$ cat src/rtl/spi_rm3100_pkg.sv
// Shared types and constants for the RM3100 SPI responder.
package spi_rm3100_pkg;

  typedef enum logic [2:0] {
    WAIT_CS,
    IDLE,
    CMD,
    WR_DATA,
    RD_DATA
  } state_t;

  localparam int unsigned RW_BIT    = 7;
  localparam int unsigned BYTE_BITS = 8;

endpackage

$ cat src/rtl/spi_slave_sync.sv
// Synchronizers for sclk, cs_n and mosi, with single-clk edge pulses for sclk and cs_n.
module spi_slave_sync #(
  parameter int unsigned SYNC_STAGES = 2
) (
  input  logic clk,
  input  logic rst,
  input  logic sclk,
  input  logic cs_n,
  input  logic mosi,
  output logic sclk_rise,
  output logic sclk_fall,
  output logic cs_rise,
  output logic cs_fall,
  output logic cs_n_s,
  output logic mosi_s
);

  logic [SYNC_STAGES-1:0] sclk_sr;
  logic [SYNC_STAGES-1:0] cs_sr;
  logic [SYNC_STAGES-1:0] mosi_sr;
  logic                   sclk_d;
  logic                   cs_d;
  logic                   sclk_s;

  // cs_n chain resets to "selected" so a frame already in progress at reset
  // release is never mistaken for a fresh one.
  always_ff @(posedge clk) begin
    if (!rst) begin
      sclk_sr <= '1;
      cs_sr   <= '0;
      mosi_sr <= '0;
      sclk_d  <= 1'b1;
      cs_d    <= 1'b0;
    end else begin
      sclk_sr[0] <= sclk;
      cs_sr[0]   <= cs_n;
      mosi_sr[0] <= mosi;
      for (int unsigned i = 1; i < SYNC_STAGES; i++) begin
        sclk_sr[i] <= sclk_sr[i-1];
        cs_sr[i]   <= cs_sr[i-1];
        mosi_sr[i] <= mosi_sr[i-1];
      end
      sclk_d <= sclk_sr[SYNC_STAGES-1];
      cs_d   <= cs_sr[SYNC_STAGES-1];
    end
  end

  assign sclk_s    = sclk_sr[SYNC_STAGES-1];
  assign cs_n_s    = cs_sr[SYNC_STAGES-1];
  assign mosi_s    = mosi_sr[SYNC_STAGES-1];
  assign sclk_rise = sclk_s & ~sclk_d;
  assign sclk_fall = ~sclk_s & sclk_d;
  assign cs_rise   = cs_n_s & ~cs_d;
  assign cs_fall   = ~cs_n_s & cs_d;

endmodule

$ cat src/rtl/spi_rm3100_slave.sv
// SPI mode-3 responder for the RM3100 register protocol with an external register port.
// Define RM3100_AUTOINC_EN for multi-byte bursts with address auto-increment.
module spi_rm3100_slave
  import spi_rm3100_pkg::*;
#(
  parameter int unsigned SYNC_STAGES = 2,
  parameter int unsigned ADDR_W      = 7
) (
  input  logic              clk,
  input  logic              rst,
  input  logic              sclk,
  input  logic              cs_n,
  input  logic              mosi,
  output logic              miso,
  output logic              miso_oe,
  output logic              wr_en,
  output logic [ADDR_W-1:0] wr_addr,
  output logic [7:0]        wr_data,
  output logic              rd_req,
  output logic [ADDR_W-1:0] rd_addr,
  input  logic [7:0]        rd_data,
  output logic              frame_done
);

`ifdef RM3100_AUTOINC_EN
  localparam bit AUTOINC = 1'b1;
`else
  localparam bit AUTOINC = 1'b0;
`endif

  logic sclk_rise, sclk_fall, cs_rise, cs_fall, cs_n_s, mosi_s;

  spi_slave_sync #(
    .SYNC_STAGES(SYNC_STAGES)
  ) u_sync (
    .clk       (clk),
    .rst       (rst),
    .sclk      (sclk),
    .cs_n      (cs_n),
    .mosi      (mosi),
    .sclk_rise (sclk_rise),
    .sclk_fall (sclk_fall),
    .cs_rise   (cs_rise),
    .cs_fall   (cs_fall),
    .cs_n_s    (cs_n_s),
    .mosi_s    (mosi_s)
  );

  state_t                 state;
  logic [2:0]             bit_cnt;
  logic [BYTE_BITS-2:0]   rx_shift;
  logic [BYTE_BITS-1:0]   tx_shift;
  logic [BYTE_BITS-1:0]   byte_val;
  logic [ADDR_W-1:0]      addr;
  logic                   byte_done;
  logic                   active;
  logic                   commit_wr;
  logic                   byte_seen;
  logic                   data_taken;
  logic                   rd_pend;

  always_ff @(posedge clk) begin
    if (!rst) begin
      bit_cnt  <= '0;
      rx_shift <= '0;
    end else if (cs_fall) begin
      bit_cnt  <= '0;
    end else if (sclk_rise) begin
      bit_cnt  <= bit_cnt + 3'd1;
      rx_shift <= {rx_shift[BYTE_BITS-3:0], mosi_s};
    end
  end

  assign byte_val  = {rx_shift, mosi_s};
  assign byte_done = sclk_rise && (bit_cnt == 3'(BYTE_BITS - 1));
  assign active    = (state == CMD) || (state == WR_DATA) || (state == RD_DATA);
  assign commit_wr = (state == WR_DATA) && byte_done && (AUTOINC || !data_taken);

  // Write commit sits outside the cs_rise branch so a byte finishing in the
  // same clk as deselect is still written.
  always_ff @(posedge clk) begin
    if (!rst) begin
      state      <= WAIT_CS;
      miso       <= 1'b0;
      miso_oe    <= 1'b0;
      wr_en      <= 1'b0;
      wr_addr    <= '0;
      wr_data    <= '0;
      rd_req     <= 1'b0;
      rd_addr    <= '0;
      frame_done <= 1'b0;
      tx_shift   <= '0;
      addr       <= '0;
      byte_seen  <= 1'b0;
      data_taken <= 1'b0;
      rd_pend    <= 1'b0;
    end else begin
      wr_en      <= 1'b0;
      rd_req     <= 1'b0;
      frame_done <= 1'b0;
      rd_pend    <= rd_req;

      if (byte_done && active) byte_seen <= 1'b1;

      if (commit_wr) begin
        wr_en      <= 1'b1;
        wr_addr    <= addr;
        wr_data    <= byte_val;
        data_taken <= 1'b1;
        if (AUTOINC) addr <= addr + ADDR_W'(1);
      end

      if (cs_rise) begin
        state      <= IDLE;
        miso       <= 1'b0;
        miso_oe    <= 1'b0;
        frame_done <= byte_seen | (byte_done & active);
        byte_seen  <= 1'b0;
      end else begin
        case (state)
          WAIT_CS: if (cs_n_s) state <= IDLE;
          IDLE: begin
            if (cs_fall) begin
              state      <= CMD;
              miso_oe    <= 1'b1;
              data_taken <= 1'b0;
            end
          end
          CMD: begin
            if (byte_done) begin
              addr <= ADDR_W'(byte_val[6:0]);
              if (byte_val[RW_BIT]) begin
                rd_req  <= 1'b1;
                rd_addr <= ADDR_W'(byte_val[6:0]);
                state   <= RD_DATA;
              end else begin
                state   <= WR_DATA;
              end
            end
          end
          WR_DATA: ;
          RD_DATA: begin
            if (sclk_fall) begin
              miso     <= tx_shift[BYTE_BITS-1];
              tx_shift <= {tx_shift[BYTE_BITS-2:0], 1'b0};
            end
            // Without auto-increment the shifter simply drains to zero.
            if (byte_done && AUTOINC) begin
              addr    <= addr + ADDR_W'(1);
              rd_addr <= addr + ADDR_W'(1);
              rd_req  <= 1'b1;
            end
            if (rd_pend) tx_shift <= rd_data;
          end
          default: state <= WAIT_CS;
        endcase
      end
    end
  end

endmodule
$ cat config.mk
export PLATFORM = sky130hd
export DESIGN_NAME = spi_rm3100_slave
export DESIGN_NICKNAME = d
export VERILOG_FILES = /design/src/rtl/spi_rm3100_pkg.sv /design/src/rtl/spi_slave_sync.sv /design/src/rtl/spi_rm3100_slave.sv
export SDC_FILE = /design/constraint.sdc
export NUM_CORES = 1
export LEC_CHECK = 0
export BUFFER_PORTS_ARGS = -buffer_cell sky130_fd_sc_hd__buf_4
export CAP_MARGIN = 20
export CORE_UTILIZATION = 38
export CTS_BUF_LIST = sky130_fd_sc_hd__clkbuf_8
export DETAILED_ROUTE_END_ITERATION = 12
export PLACE_DENSITY = 0.61
export SYNTH_ARGS = -nofsm -noshare
export SYNTH_HDL_FRONTEND = slang
export SYNTH_SLANG_ARGS = --single-unit
$ cat constraint.sdc
create_clock -name clk -period 1.58 [get_ports clk]
set_input_delay 0.158 -clock clk [delete_from_list [all_inputs] [get_ports clk]]
set_output_delay 0.158 -clock clk [all_outputs]
set_load 0.01 [all_outputs]
==> reports/results.tsv <==
metric	value	unit
status	completed	
layout-drive-gt1-share	28.1	%
rsz0062_at_grt	true	
grt_max_degree	41	
p_int	2.52	mW
clk_root_buffer_cell	clkbuf_8	
clockBufferDepth	2	
post_cts_buffers	0	
place_congestion	0.754	
clkLatencyLatePin	330	ps
slew_headroom	71.5	%
fin_ws	39.0	ps
rrSetupSlack	40	ps
die_x	86.3	um
nets	345	
hold_depth	2	
cts_resized	0	
holdPathEnd	u_sync.sclk_sr[0]	
core_area	6830	um^2
cp_common_cell	ha_4	
r2r-start	bit_cnt[1]	
maxCapViolations	0	
cellPowerDensity	936	nW/um^2
timing.hold.ws	14.0	ps
avgSynthCellArea	9.70	um^2
fin_setup_tns	0	ps
ys_async_sr_fraction	0	%
tritoncts	done	
yosys_warnings	0	
start_util	39.5	%
grt_pass1_vias	1962	
worst_pin_slew	427	ps
die_y	86.3	um
hold_class	in2reg	
antenna_cells	0	
arrival	1760	ps
hold_start	sclk	
timing.rr.end	wr_en	
fillers	673	
max_stage_delay	330	ps
port-buffer-count	39	
antenna_found_initial	0	
wire_per_inst	12.4	um
seq_power_share	53.1	%
wirelength	5.28	mm
synthToLayoutAreaGrowth	26.1	%
period_share	97.5	%
pwr-share-comb	3.6	%
synthTopCellsByArea	dfxtp_1 49%, mux2i_1 14%, nand2_1 7.5%	
netlist_area	2700	um^2
dr.pass1.iters	4	
critPathMaxFanout	8	
utilization	49.8	%
hold_viol_final	0	
vias	2044	
ir_drop	431	uV
min_period	1540	ps
worstRegToRegCells	6	
fp-row-count	30	
hold_buffers	0	
crit_chain	ha_4, ha_4, and3b_2, and4b_2, clkbuf_16, and2_1	
fmax	649	MHz
dp.cells	412	
dieArea	7440	um^2
synth_nets	295	
htreeDepth	3	
dp_slack	20.0	ps
crit_slowest_cell	dfxtp_2	
postPlaceCellArea	3150	um^2
ys_seq_elements	66	
dr.first_iter.drc_count	71	
layout_commonest_cell	dfxtp_1	
yosysSeqAreaShare	49.0	%
via_per_inst	4.79	
synth_top_cell_area_share	49.0	%
finalPower	3.18	mW
path_clk_slew	60	ps
synth.largest_area_cell	dfxtp_1	
p_leak	1.36	nW
start_kind	register	
grt_pass1_wl	8.70	mm
grt_overflow	0	
yosys_most_used_dff	dfxtp_1	
fin_cells	427	
hpwl	3.52	mm
ys_types	41	
finalSetupViolCount	0	
final_area	3400	um^2
critPathKind	reg2reg	
drc	0	
switching_share	20.8	%
layout_common_cells	63 x dfxtp_1, 54 x nand2_1, 54 x buf_4, 38 x mux2i_1, 16 x nor2_1	
synth_edf_count	0	
ant_nets	0	
crit_path_end_kind	register	
cts_buffers	9	
p_sw	0.662	mW
num_io_pins	40	
cts_sinks	66	
synthCells	278	
p_clk_share	43.2	%
drv_slew	0	
track_usage	14.9	%
cp_data_required_time	1800	ps
fin_skew	8.14	ps
[logic make-up (layout without fill, tap and decap cells)]
logic type / after synthesis / count (layout) / synth area share (%)
and+or+nand+nor: 109 / 109 / 20.5
DFF: 66 / 66 / 49.0
muxes: 45 / 45 / 17.0
AOI/OAI and AO/OA: 31 / 31 / 7.00
buffers and inverters: 22 / 75 / 4.27
adders and majority gates: 4 / 4 / 1.86
xor gates and xnor gates: 1 / 1 / 0.325
[critical path, delay by kind of cell (launching register included)]
kind                       cells  cell delay, ps
adders and majority gates      2             310
and+or+nand+nor                3             600
DFF                            1             330
buffers and inverters          1             190
[power by group through the flow]
stage	clock (mW)	combinational (mW)	sequential [mW]
after global placement	0	0.115	1.73
after global routing	1.50	0.127	1.69
after CTS	1.42	0.117	1.69
after floorplan	0	0.0716	1.72
final	1.38	0.116	1.69
after detailed placement	0	0.117	1.73
[cell type report]
cell class	instances	area (um^2)	area share (%)
clock buffers	11	151	4.45
inverters	5	18.8	0.552
flip-flops and latches	66	1330	39.0
repair buffers	56	450	13.2
clock inverters	3	40.0	1.18
multi-input cells	190	1290	38.1
well taps	96	120	3.53
[worst max path at each step]
stage	from	endpoint	slack, ps	depth (start not counted)
2_1_floorplan	bit_cnt[0]	wr_data[0]	6	7
3_3_place_gp	state[2]	frame_done	20	4
3_5_place_dp	bit_cnt[0]	wr_data[5]	20	6
4_1_cts	bit_cnt[0]	wr_addr[0]	4	6
5_1_grt	bit_cnt[1]	wr_data[3]	-8	6
6_report	bit_cnt[1]	wr_en	40	6
[registers in the layout (all words and copies together) (netlist names), 2 cells and up]
register / cells
addr: 7
bit_cnt: 3
rd_addr: 7
rx_shift: 7
state: 3
tx_shift: 8
u_sync.cs_sr: 2
u_sync.mosi_sr: 2
u_sync.sclk_sr: 2
wr_addr: 7
wr_data: 8
[Yosys cell counts, types with 5 or more instances]
cell / instances
clkbuf_1: 7
o21ai_0: 10
nand2_1: 54
nand3_1: 8
buf_2: 5
and2_1: 6
mux2i_1: 38
nand2b_1: 6
mux2_2: 7
nor2_1: 16
a21oi_1: 11
dfxtp_1: 66
[layer usage]
| metal | track usage, % | wire length, um |
|---|---|---|
| met5 | 0 | 0 |
| met4 | 8.94 | 110 |
| met2 | 23.1 | 2350 |
| met3 | 3.81 | 223 |
| met1 | 18.8 | 2600 |
Power figures use the tool's default switching activity.
